**config.mk**
```make
export PLATFORM = sky130hd
export DESIGN_NAME = avalon_pwm_multi
export DESIGN_NICKNAME = d
export VERILOG_FILES = /design/src/rtl/avalon_pwm_pkg.sv /design/src/rtl/pwm_channel.sv /design/src/rtl/avalon_pwm_multi.sv
export SDC_FILE = /design/constraint.sdc
export NUM_CORES = 1
export LEC_CHECK = 0
export CAP_MARGIN = 40
export CORE_ASPECT_RATIO = 1.1
export CORE_MARGIN = 5
export CORE_UTILIZATION = 61
export DETAILED_ROUTE_END_ITERATION = 7
export GPL_TIMING_DRIVEN = 0
export PLACE_DENSITY = 0.82
export SYNTH_ARGS = -nofsm -noshare
export SYNTH_HDL_FRONTEND = slang
export SYNTH_HIERARCHICAL = 1
export SYNTH_SLANG_ARGS = --single-unit
```
**constraint.sdc**
```tcl
create_clock -name csi_clk -period 5 [get_ports csi_clk]
set_input_delay 1 -clock csi_clk [delete_from_list [all_inputs] [get_ports csi_clk]]
set_output_delay 1 -clock csi_clk [all_outputs]
set_load 0.02 [all_outputs]
```
**src/rtl/avalon_pwm_pkg.sv**
```systemverilog
// Shared constants for the multi-channel Avalon-MM PWM: register map,
// STATUS/CTRL bit positions and the byte-lane mask helper.
package avalon_pwm_pkg;

  localparam logic [4:0] ADDR_CTRL   = 5'd0;
  localparam logic [4:0] ADDR_PERIOD = 5'd1;
  localparam logic [4:0] ADDR_POL    = 5'd2;
  localparam logic [4:0] ADDR_STATUS = 5'd3;
  localparam logic [4:0] ADDR_DUTY0  = 5'd4;

  localparam int STATUS_WRAP_BIT = 0;
  localparam int STATUS_PEND_BIT = 1;
  localparam int CTRL_IRQ_EN_BIT = 31;

  // Expands the four byteenable bits into a 32-bit write mask.
  function automatic logic [31:0] lane_mask(input logic [3:0] be);
    logic [31:0] m;
    m = '0;
    for (int b = 0; b < 4; b++) begin
      if (be[b]) m[8*b +: 8] = 8'hFF;
    end
    return m;
  endfunction

endpackage

```
**src/rtl/pwm_channel.sv**
```systemverilog
// One PWM channel: active duty register loaded from its shadow at period
// boundaries, compare against the shared counter, polarity, output flop.
module pwm_channel #(
  parameter int          CNT_W    = 32,
  parameter int unsigned RST_DUTY = 250000
) (
  input  logic             csi_clk,
  input  logic             rsi_rst_n,
  input  logic             load,
  input  logic [CNT_W-1:0] duty_sh,
  input  logic [CNT_W-1:0] cnt,
  input  logic             idle,
  input  logic             en,
  input  logic             pol,
  output logic             pwm_out
);

  logic [CNT_W-1:0] duty_act_q, duty_act_d;
  logic             pwm_q, pwm_d;

  // NOTE: every always_comb output gets a value on every path (defaults
  // first), otherwise synthesis infers a latch.
  always_comb begin
    duty_act_d = duty_act_q;
    if (load) duty_act_d = duty_sh;
    // duty >= period is naturally 100% since cnt never reaches the period.
    pwm_d = (en & ~idle & (cnt < duty_act_q)) ^ pol;
  end

  // NOTE: state is updated with non-blocking assignments only, so every
  // flop samples the pre-edge values regardless of statement order.
  always_ff @(posedge csi_clk or negedge rsi_rst_n) begin
    if (!rsi_rst_n) begin
      duty_act_q <= CNT_W'(RST_DUTY);
      pwm_q      <= 1'b0;
    end else begin
      duty_act_q <= duty_act_d;
      pwm_q      <= pwm_d;
    end
  end

  assign pwm_out = pwm_q;

endmodule

```
**src/rtl/avalon_pwm_multi.sv**
```systemverilog
// Multi-channel PWM with Avalon-MM slave: bus decode, shadow registers,
// shared period counter, sticky wrap status/irq and registered readback.
module avalon_pwm_multi
  import avalon_pwm_pkg::*;
#(
  parameter int          NUM_CH     = 4,
  parameter int          CNT_W      = 32,
  parameter int unsigned RST_PERIOD = 500000,
  parameter int unsigned RST_DUTY   = 250000
) (
  input  logic              csi_clk,
  input  logic              rsi_rst_n,
  input  logic              avs_s0_chipselect,
  input  logic              avs_s0_read,
  input  logic              avs_s0_write,
  input  logic [4:0]        avs_s0_address,
  input  logic [3:0]        avs_s0_byteenable,
  input  logic [31:0]       avs_s0_writedata,
  output logic [31:0]       avs_s0_readdata,
  output logic              ins_irq,
  output logic [NUM_CH-1:0] coe_pwm_out
);

  localparam logic [CNT_W-1:0] ONE = CNT_W'(1);

  logic [NUM_CH-1:0] en_q, en_d, pol_q, pol_d;
  logic              irq_en_q, irq_en_d;
  logic              wrap_flag_q, wrap_flag_d;
  logic              pending_q, pending_d;
  logic [CNT_W-1:0]  period_sh_q, period_sh_d;
  logic [CNT_W-1:0]  period_act_q, period_act_d;
  logic [CNT_W-1:0]  cnt_q, cnt_d;
  logic [CNT_W-1:0]  duty_sh_q [NUM_CH];
  logic [CNT_W-1:0]  duty_sh_d [NUM_CH];
  logic [31:0]       readdata_q, readdata_d;

  logic        wr_en, rd_en, idle, wrap, load, shadow_wr, wrap_clr;
  logic [31:0] wr_mask, ctrl_rd, status_rd, rd_mux;

  assign wr_en   = avs_s0_chipselect & avs_s0_write;
  assign rd_en   = avs_s0_chipselect & avs_s0_read;
  assign wr_mask = lane_mask(avs_s0_byteenable);

  // Idle counter reloads actives every cycle so writes commit right away.
  assign idle = (en_q == '0) || (period_act_q == '0);
  assign wrap = ~idle && (cnt_q == period_act_q - ONE);
  assign load = idle | wrap;

  always_comb begin
    ctrl_rd                  = '0;
    ctrl_rd[NUM_CH-1:0]      = en_q;
    ctrl_rd[CTRL_IRQ_EN_BIT] = irq_en_q;
    status_rd                  = '0;
    status_rd[STATUS_WRAP_BIT] = wrap_flag_q;
    status_rd[STATUS_PEND_BIT] = pending_q;
  end

  always_comb begin
    en_d        = en_q;
    pol_d       = pol_q;
    irq_en_d    = irq_en_q;
    period_sh_d = period_sh_q;
    duty_sh_d   = duty_sh_q;
    shadow_wr   = 1'b0;
    wrap_clr    = 1'b0;
    if (wr_en) begin
      case (avs_s0_address)
        ADDR_CTRL: begin
          en_d = (en_q & ~wr_mask[NUM_CH-1:0])
               | (avs_s0_writedata[NUM_CH-1:0] & wr_mask[NUM_CH-1:0]);
          if (wr_mask[CTRL_IRQ_EN_BIT]) irq_en_d = avs_s0_writedata[CTRL_IRQ_EN_BIT];
        end
        ADDR_PERIOD: begin
          period_sh_d = CNT_W'((32'(period_sh_q) & ~wr_mask) | (avs_s0_writedata & wr_mask));
          shadow_wr   = 1'b1;
        end
        ADDR_POL: begin
          pol_d = (pol_q & ~wr_mask[NUM_CH-1:0])
                | (avs_s0_writedata[NUM_CH-1:0] & wr_mask[NUM_CH-1:0]);
        end
        ADDR_STATUS: begin
          wrap_clr = wr_mask[STATUS_WRAP_BIT] & avs_s0_writedata[STATUS_WRAP_BIT];
        end
        default: begin
          for (int n = 0; n < NUM_CH; n++) begin
            if (avs_s0_address == ADDR_DUTY0 + 5'(n)) begin
              duty_sh_d[n] = CNT_W'((32'(duty_sh_q[n]) & ~wr_mask)
                                    | (avs_s0_writedata & wr_mask));
              shadow_wr    = 1'b1;
            end
          end
        end
      endcase
    end

    // A shadow write coinciding with a load stays pending for the next one.
    pending_d    = (pending_q & ~load) | shadow_wr;
    wrap_flag_d  = (wrap_flag_q & ~wrap_clr) | wrap;
    period_act_d = load ? period_sh_q : period_act_q;
    cnt_d        = load ? '0 : cnt_q + ONE;
  end

  always_comb begin
    rd_mux = '0;
    case (avs_s0_address)
      ADDR_CTRL:   rd_mux = ctrl_rd;
      ADDR_PERIOD: rd_mux = 32'(period_sh_q);
      ADDR_POL:    rd_mux = 32'(pol_q);
      ADDR_STATUS: rd_mux = status_rd;
      default: begin
        for (int n = 0; n < NUM_CH; n++) begin
          if (avs_s0_address == ADDR_DUTY0 + 5'(n)) rd_mux = 32'(duty_sh_q[n]);
        end
      end
    endcase
    readdata_d = rd_en ? rd_mux : readdata_q;
  end

  always_ff @(posedge csi_clk or negedge rsi_rst_n) begin
    if (!rsi_rst_n) begin
      en_q         <= '0;
      pol_q        <= '0;
      irq_en_q     <= 1'b0;
      wrap_flag_q  <= 1'b0;
      pending_q    <= 1'b0;
      period_sh_q  <= CNT_W'(RST_PERIOD);
      period_act_q <= CNT_W'(RST_PERIOD);
      cnt_q        <= '0;
      readdata_q   <= '0;
      // NOTE: the duty shadow array is a handful of registers with defined
      // reset values, not a RAM, so it is reset like any other flop.
      for (int n = 0; n < NUM_CH; n++) duty_sh_q[n] <= CNT_W'(RST_DUTY);
    end else begin
      en_q         <= en_d;
      pol_q        <= pol_d;
      irq_en_q     <= irq_en_d;
      wrap_flag_q  <= wrap_flag_d;
      pending_q    <= pending_d;
      period_sh_q  <= period_sh_d;
      period_act_q <= period_act_d;
      cnt_q        <= cnt_d;
      readdata_q   <= readdata_d;
      duty_sh_q    <= duty_sh_d;
    end
  end

  for (genvar g = 0; g < NUM_CH; g++) begin : g_ch
    pwm_channel #(
      .CNT_W    (CNT_W),
      .RST_DUTY (RST_DUTY)
    ) u_ch (
      .csi_clk   (csi_clk),
      .rsi_rst_n (rsi_rst_n),
      .load      (load),
      .duty_sh   (duty_sh_q[g]),
      .cnt       (cnt_q),
      .idle      (idle),
      .en        (en_q[g]),
      .pol       (pol_q[g]),
      .pwm_out   (coe_pwm_out[g])
    );
  end

  assign avs_s0_readdata = readdata_q;
  assign ins_irq         = wrap_flag_q & irq_en_q;

endmodule

```
==> impl_summary.txt, run 1 <==
----------------------------------------------------
[Run status]
  Outcome ... finished, final reports clean

[Critical path]
  Crit path kind ... reg -> reg
  Critical path buffers and inverters ... 6
  Critical path data required time ... 5460 ps
  Slowest cell delay on critical path ... 740 ps
  Arrival time worst endpoint ... 5350 ps
  Nature of the critical path startpoint ... register
  Peak fanout along the critical path ... 13
  Slowest cell on crit path ... sky130_fd_sc_hd__or4b_2
  Crit path cell chain ... inv_1 > ha_1 > nor3b_4 > nand3_1 > xnor2_1 > nor4_1 > nand4_1 > or4b_2 > o31ai_4 > buf_6 > buf_8 > buf_6 > clkbuf_2 > clkbuf_2 > nand2_1 > o21ai_1
  Kind of end point of the critical path ... register
  Cell family contributing the most delay on the critical path ... simple AND/OR/NAND/NOR gates

[Global routing]
  Maximum number of pins on one net before global-route repair ... 128
  Overall fraction of global-route tracks in use ... 33.7%
  Number of antenna violations at the first check in global routing ... 1
  Remaining global-route overflow ... 0
  First-pass GRT wire length ... 96.0 mm
  Number of global-route vias before repair ... 16,319

[Power]
  Portion of total power attributed to sequential cells ... 41.2%
  Fraction of power spent switching nets ... 32.7%
  Maximum vdd drop ... 0.327 mV
  Pint ... 6.28 mW
  Net load switching power ... 3.05 mW
  Power per cell area ... 399 nW/um^2
  Total power consumption of the routed design ... 9.33 mW
  Leakage power summed over all cells ... 10.5 nW
  Portion of total power attributed to the clock network ... 33.0%
  Logic pwr share ... 25.8%

[Logic synthesis]
  Number of nets produced by synthesis ... 2,056
  Mapped cell area ... 20,400 sq um
  Number of enable flip-flop cells after synthesis ... 0
  Post-Synthesis Cells ... 1,883
  Seq cells post-synth ... 399
  Predominant post-synthesis flop cell ... sky130_fd_sc_hd__dfrtp_1
  Leading area contributor after synthesis ... sky130_fd_sc_hd__dfrtp_1
  Fraction of registers with async set/reset ... 100%
  Syn Area/Cell ... 10.8 sq um
  Share of synthesized area occupied by flip-flops and latches ... 49.4%
  Most frequent cell after synthesis ... sky130_fd_sc_hd__dfrtp_1
  Top cell types by occurrence after synthesis ... 329 x sky130_fd_sc_hd__dfrtp_1, 217 x sky130_fd_sc_hd__nand2_1, 201 x sky130_fd_sc_hd__mux2_2, 137 x sky130_fd_sc_hd__inv_1, 127 x sky130_fd_sc_hd__ha_1
  Area contributors post-synth ... sky130_fd_sc_hd__dfrtp_1 40%, sky130_fd_sc_hd__mux2_2 11%, sky130_fd_sc_hd__dfstp_2 9.0%
  Share of the synthesized area in the top cell type ... 40.4%
  Number of distinct standard cells referenced by the synthesized netlist ... 81
  Synthesis Warnings ... 6

[Clocking]
  Hold buffer count at cts ... 0
  Number of buffers inserted during clock tree synthesis ... 41
  Source-to-sink clock delay at the later pin of the worst-skew pair ... 550 ps
  Maximum buffer depth of the clock tree ... 3
  Number of sinks on the clock net ... 399
  Library cell used as clock root buffer ... sky130_fd_sc_hd__clkbuf_16
  Clock tree from TritonCTS ... done
  Register clock-pin slew on the reported worst setup and hold paths ... 60 ps
  H-Tree Level Count ... 2

[STA]
  Worst slew margin ... 33.8%
  Final Skew ... 17.3 ps
  Final min period ... 4900 ps
  Worst-Margin Slew ... 992 ps
  Final-report setup violation count ... 0
  Count of pins over their slew limit ... 0
  Count of final hold-check violations ... 0
  Share of the clock period used by the worst path after layout ... 98.0%
  Peak clock frequency supported by timing ... 0.204 GHz
  Unrepaired setup endpoints after global routing ... false

[Drt]
  Number of design rule violations left after detail routing ... 0
  Via density ... 6.40
  Final wirelength ... 62.5 mm
  Overall via count from detail_route ... 15,916
  Detailed Routing Iterations Pass 1 ... 6
  Post-detailed-route wirelength per cell ... 25.1 microns
  Initial DRC Count ... 1,562
  Antenna viol nets, final ... 0

[Floorplan]
  Initial core utilization ... 61.6%
  Die span in y ... 202 microns
  Floorplan die width ... 184 microns
  Count of standard-cell rows ... 70
  Die footprint ... 37,200 sq um
  Core Footprint ... 33,100 sq um
  Number of top-level pins ... 83

[Cells and area]
  Layout cell share with drive strength beyond 1 ... 20.8%
  Final Net Count ... 2,195
  Sequential cell area ... 10,100 sq um
  Antenna Cells ... 0
  Final Core Density ... 70.6%
  Filler instances ... 2,324
  Area growth from synthesis to layout ... 14.6%
  Footprint of the multi-input gates ... 9480 sq um

[Run]
  Maximum Capacitance Violations ... 0

[Placement]
  Routability congestion estimate ... 0.953
  Detailed Place HPWL ... 46.1 mm
  Count of input and output buffers ... 77

[Min path]
  Class of the tightest hold or removal check ... in -> async

----------------------------------------------------
cell usage in the layout (no fill, tap or decap), types with 5 or more instances in the layout:
cell type / count
sky130_fd_sc_hd__and2_1: 5
sky130_fd_sc_hd__a221oi_1: 11
sky130_fd_sc_hd__a31oi_1: 24
sky130_fd_sc_hd__xnor2_1: 34
sky130_fd_sc_hd__o21ai_1: 70
sky130_fd_sc_hd__a21oi_1: 59
sky130_fd_sc_hd__nor2_1: 109
sky130_fd_sc_hd__clkbuf_1: 53
sky130_fd_sc_hd__xor2_1: 43
sky130_fd_sc_hd__nor3b_1: 7
sky130_fd_sc_hd__nand3_1: 35
sky130_fd_sc_hd__nor4_1: 17
sky130_fd_sc_hd__mux2_2: 201
sky130_fd_sc_hd__ha_1: 127
sky130_fd_sc_hd__clkbuf_2: 27
sky130_fd_sc_hd__inv_1: 137
sky130_fd_sc_hd__clkbuf_8: 11
sky130_fd_sc_hd__buf_6: 12
sky130_fd_sc_hd__clkdlybuf4s50_1: 76
sky130_fd_sc_hd__a22oi_1: 20
sky130_fd_sc_hd__nor3_1: 19
sky130_fd_sc_hd__nand4_1: 29
sky130_fd_sc_hd__o21ai_0: 87
sky130_fd_sc_hd__and4_1: 9
sky130_fd_sc_hd__or3_1: 5
sky130_fd_sc_hd__nor2b_1: 5
sky130_fd_sc_hd__dfrtp_1: 329
sky130_fd_sc_hd__and3_1: 12
sky130_fd_sc_hd__dfstp_2: 70
sky130_fd_sc_hd__a222oi_1: 18
sky130_fd_sc_hd__buf_4: 5
sky130_fd_sc_hd__buf_8: 6
sky130_fd_sc_hd__clkbuf_16: 43
sky130_fd_sc_hd__nand2b_1: 7
sky130_fd_sc_hd__nand2_1: 217
sky130_fd_sc_hd__mux4_2: 14
sky130_fd_sc_hd__or4_1: 5
metal layers:
| metal | wire length, microns | share of wire (%) | track usage, % | vias up |
|---|---|---|---|---|
| li1 | - | - | - | 6979 |
| met1 | 24500 | 39 | 45.2 | 7907 |
| met2 | 28800 | 46 | 52.6 | 820 |
| met3 | 5660 | 9.0 | 6.93 | 210 |
| met4 | 3630 | 5.8 | 16.7 | 0 |
| met5 | 0 | 0 | 0 | - |
metrics by stage:
step	instance area [sq um]	instances	setup slack (ps)	hold WS (ps)	setup TNS, ps
finish	23400	2487	102	403	0
global route	23400	2487	12.7	458	0
CTS	23300	2485	5.58	430	0
detailed placement	22000	2409	-433	476	-34800
global placement	21700	2392	-13850	467	-5182390
floorplan	20400	1883	988	458	0
path summary, 6_finish.rpt:
path / start / end / slack, ps / cells past startpoint
min in group csi_clk: register / g_ch[1].u_ch/duty_act_q[14]$_DFFE_PN1P_ / 480 / 2
worst min-delay path: rsi_rst_n / g_ch[3].u_ch/duty_act_q[2]$_DFFE_PN0P_ / 400 / 1
max in group asynchronous: rsi_rst_n / cnt_q[19]$_DFF_PN0_ / 3110 / 3
worst min register to register: register / g_ch[1].u_ch/duty_act_q[14]$_DFFE_PN1P_ / 480 / 2
worst max-delay path: period_act_q[0]$_DFFE_PN0P_ / g_ch[1].u_ch/duty_act_q[11]$_DFFE_PN0P_ / 100 / 16
worst max register to register: period_act_q[0]$_DFFE_PN0P_ / g_ch[1].u_ch/duty_act_q[11]$_DFFE_PN0P_ / 100 / 16
cell families after synthesis:
group	synth area share [%]
AOI/OAI and AO/OA	10.8
xor gates and xnor gates	3.31
adders and majority gates	7.79
buffers and inverters	4.20
DFF	49.4
muxes	13.0
and+or+nand+nor	11.6
power by group through the flow:
stage          Clock (mW)  Sequential, mW  Combinational, mW
3_5_place_dp            0            3.89               2.30
3_3_place_gp            0            3.88               2.21
5_1_grt              3.24            3.88               2.57
6_report             3.08            3.85               2.41
4_1_cts              3.09            3.84               2.34
2_1_floorplan           0            3.84               1.43
cell type report:
cell class / instances / area share [%]
Multi-Input combinational cell: 1269 / 40.5
Clock buffer: 68 / 5.48
Inverter: 137 / 2.20
Buffer: 78 / 1.62
Tap cell: 432 / 2.31
Clock inverter: 8 / 0.332
Timing Repair Buffer: 96 / 4.43
Sequential cell: 399 / 43.1
worst reg2reg max path, delay by kind of cell, from the launching register on:
kind,cells,cell delay [ps]
and+or+nand+nor,6,1960
AOI/OAI and AO/OA,2,380
buffers and inverters,6,1540
DFF,1,470
adders and majority gates,1,300
xor gates and xnor gates,1,160
repair_timing:
item | CTS | global route
setup buffers | 0 | 2
endpoints found under the setup margin | 126 | 94
resized for setup | 20 | 17
Power figures use the tool's default switching activity.
==> run 2: changes to the inputs <==
--- a/config.mk
+++ b/config.mk
@@ -11,7 +11,8 @@
 export CORE_UTILIZATION = 61
 export DETAILED_ROUTE_END_ITERATION = 7
 export GPL_TIMING_DRIVEN = 0
-export PLACE_DENSITY = 0.82
+export HOLD_SLACK_MARGIN = 0.03
+export PLACE_DENSITY = 0.8
 export SYNTH_ARGS = -nofsm -noshare
 export SYNTH_HDL_FRONTEND = slang
 export SYNTH_HIERARCHICAL = 1
==> impl_summary.txt, run 2 (synthesized netlist as in run 1, its figures left out) <==
----------------------------------------------------
[Placement]
  Detailed Place HPWL ... 46.0 mm (was 46.1 mm)
  Number of placed cells counting well taps ... 2,411 (was 2,409)
  Count of input and output buffers ... 77 (unchanged)
  Routability congestion estimate ... 0.969 (was 0.953)
  Worst Setup Slack post-DPL ... -447 ps (was -433 ps)
  Instance area after placement ... 22,000 sq um (about the same)

[Floorplan]
  Initial core utilization ... 61.6% (unchanged)
  Number of top-level pins ... 83 (unchanged)
  Core Footprint ... 33,100 sq um (unchanged)
  Die footprint ... 37,200 sq um (unchanged)
  Floorplan die width ... 184 microns (unchanged)
  Die span in y ... 202 microns (unchanged)
  Count of standard-cell rows ... 70 (unchanged)

[Cells and area]
  Commonest cells after routing, fill and taps aside ... 329 x sky130_fd_sc_hd__dfrtp_1, 217 x sky130_fd_sc_hd__nand2_1, 201 x sky130_fd_sc_hd__mux2_2, 137 x sky130_fd_sc_hd__inv_1, 127 x sky130_fd_sc_hd__ha_1 (unchanged)
  Most common cell after layout, fill and taps aside ... sky130_fd_sc_hd__dfrtp_1 (unchanged)
  Filler instances ... 2,353 (was 2,324)
  Final std cell area, no fill ... 23,500 sq um (was 23,400 sq um)
  Number of cells in the finished layout apart from fillers ... 2,488 (was 2,487)
  Layout cell share with drive strength beyond 1 ... 21.3% (was 20.8%)
  Final Core Density ... 70.8% (was 70.6%)
  Area growth from synthesis to layout ... 15.0% (was 14.6%)
  Antenna Cells ... 0 (unchanged)
  Final Net Count ... 2,197 (was 2,195)

[Critical path]
  Cell count of the worst reg-to-reg path ... 15 (was 16)
  Critical path data required time ... 5460 ps (about the same)
  Minimum setup slack among reg-to-reg paths ... 190 ps (was 100 ps)
  Capturing instance or port of the critical path ... g_ch[0].u_ch/duty_act_q[2]$_DFFE_PN0P_ (was g_ch[1].u_ch/duty_act_q[11]$_DFFE_PN0P_)
  Peak fanout along the critical path ... 13 (unchanged)
  Cell family contributing the most delay on the critical path ... simple AND/OR/NAND/NOR gates (unchanged)
  Kind of end point of the critical path ... register (unchanged)
  R2R Path Start ... period_act_q[2]$_DFFE_PN0P_ (was period_act_q[0]$_DFFE_PN0P_)
  Arrival time worst endpoint ... 5270 ps (was 5350 ps)
  Crit path cell chain ... clkbuf_1 > or4_1 > nor4_2 > a21oi_1 > a31oi_1 > nand2_1 > or4b_2 > o31ai_4 > buf_6 > buf_8 > buf_6 > clkbuf_2 > clkbuf_2 > nand2_1 > o21ai_1 (was inv_1 > ha_1 > nor3b_4 > nand3_1 > xnor2_1 > nor4_1 > nand4_1 > or4b_2 > o31ai_4 > buf_6 > buf_8 > buf_6 > clkbuf_2 > clkbuf_2 > nand2_1 > o21ai_1)
  Nature of the critical path startpoint ... register (unchanged)
  Launch point of the critical path ... period_act_q[2]$_DFFE_PN0P_ (was period_act_q[0]$_DFFE_PN0P_)
  Instance count on the critical path ... 15 (was 16)
  Capture instance of the worst register-to-register path ... g_ch[0].u_ch/duty_act_q[2]$_DFFE_PN0P_ (was g_ch[1].u_ch/duty_act_q[11]$_DFFE_PN0P_)
  Slowest cell on crit path ... sky130_fd_sc_hd__or4b_2 (unchanged)
  Slowest cell delay on critical path ... 670 ps (was 740 ps)
  Crit path kind ... reg -> reg (unchanged)
  Critical path buffers and inverters ... 6 (unchanged)

[Drt]
  Post-detailed-route wirelength per cell ... 24.9 microns (was 25.1 microns)
  Initial DRC Count ... 1,399 (was 1,562)
  Antenna viol nets, final ... 0 (unchanged)
  Overall via count from detail_route ... 15,773 (was 15,916)
  Detailed Routing Iterations Pass 1 ... 8 (was 6)
  Number of design rule violations left after detail routing ... 0 (unchanged)
  Via density ... 6.34 (was 6.40)
  Final wirelength ... 61.9 mm (was 62.5 mm)

[STA]
  Worst slew margin ... 28.7% (was 33.8%)
  Final min period ... 4810 ps (was 4900 ps)
  Count of final hold-check violations ... 0 (unchanged)
  Worst Slack Setup Final ... 191 ps (was 102 ps)
  Final-report setup violation count ... 0 (unchanged)
  Share of the clock period used by the worst path after layout ... 96.2% (was 98.0%)
  Count of pins over their slew limit ... 0 (unchanged)
  Final TNS setup ... 0 ps (unchanged)
  Worst-case hold slack ... 463 ps (was 403 ps)
  Peak clock frequency supported by timing ... 0.208 GHz (was 0.204 GHz)
  Final Skew ... 14.8 ps (was 17.3 ps)
  Worst-Margin Slew ... 1070 ps (was 992 ps)
  Unrepaired setup endpoints after global routing ... false (unchanged)

[Global routing]
  Maximum number of pins on one net before global-route repair ... 121 (was 128)
  Overall fraction of global-route tracks in use ... 33.3% (was 33.7%)
  Number of antenna violations at the first check in global routing ... 3 (was 1)
  Number of global-route vias before repair ... 16,104 (was 16,319)
  Remaining global-route overflow ... 0 (unchanged)
  First-pass GRT wire length ... 94.6 mm (was 96.0 mm)

[Clocking]
  Clock tree from TritonCTS ... done (unchanged)
  Register clock-pin slew on the reported worst setup and hold paths ... 60 ps (about the same)
  Source-to-sink clock delay at the later pin of the worst-skew pair ... 550 ps (about the same)
  Maximum buffer depth of the clock tree ... 3 (unchanged)
  Number of buffers inserted during clock tree synthesis ... 41 (unchanged)
  Library cell used as clock root buffer ... sky130_fd_sc_hd__clkbuf_16 (unchanged)
  Post-CTS repair timing setup buffer count ... 0 (unchanged)
  Number of sinks on the clock net ... 399 (unchanged)
  H-Tree Level Count ... 2 (unchanged)

[Power]
  Total power consumption of the routed design ... 9.37 mW (was 9.33 mW)
  Leakage power summed over all cells ... 10.6 nW (was 10.5 nW)
  Power per cell area ... 400 nW/um^2 (was 399 nW/um^2)
  Maximum vdd drop ... 0.301 mV (was 0.327 mV)

[Run]
  Maximum Capacitance Violations ... 0 (unchanged)

[Run status]
  Outcome ... finished, final reports clean (unchanged)

[Min path]
  Class of the tightest hold or removal check ... in -> async (unchanged)

----------------------------------------------------
-- run 2: power by group --
group	switching [mW]	leakage, nW	internal, mW
sequential	0.245	5.17	3.60
clock	1.29	0.695	1.86
combinational	1.50	4.71	0.876
-- run 2: layout make-up --
class / instances / area [sq um] / share of cell area, %
inverters: 137 / 514 / 2.19
repair buffers: 97 / 1060 / 4.53
flip-flops and latches: 399 / 10100 / 42.9
clock inverters: 18 / 174 / 0.742
well taps: 432 / 541 / 2.30
multi-input cells: 1270 / 9490 / 40.5
plain buffers: 78 / 382 / 1.63
clock buffers: 57 / 1220 / 5.20
-- run 2: timing repair --
action	4_1_cts	5_1_grt
endpoints found under the setup margin	126	61
gates cloned	0	1
gates resized for setup	22	19
pin swaps	0	0
hold buffers	0	0
-- run 2: worst min path at each step --
stage,depth (start not counted),to,slack [ps],from
after floorplan,2,g_ch[1].u_ch/duty_act_q[12]$_DFFE_PN1P_,460,register
after global placement,2,avs_s0_readdata[31]$_DFFE_PN0P_,470,avs_s0_readdata[31]$_DFFE_PN0P_
after detailed placement,2,avs_s0_readdata[31]$_DFFE_PN0P_,470,avs_s0_readdata[31]$_DFFE_PN0P_
after CTS,1,g_ch[2].u_ch/duty_act_q[31]$_DFFE_PN0P_,490,rsi_rst_n
after global routing,2,g_ch[1].u_ch/duty_act_q[16]$_DFFE_PN1P_,500,register
final,1,asynchronous set/reset pin,460,rsi_rst_n
-- run 2: layer usage --
metal / GRT usage, % / wire length, microns / vias to the layer above
li1: - / - / 6976
met1: 42.2 / 23600 / 7881
met2: 53.9 / 29700 / 712
met3: 6.95 / 4850 / 200
met4: 17.7 / 3750 / 4
met5: 0 / 27 / -
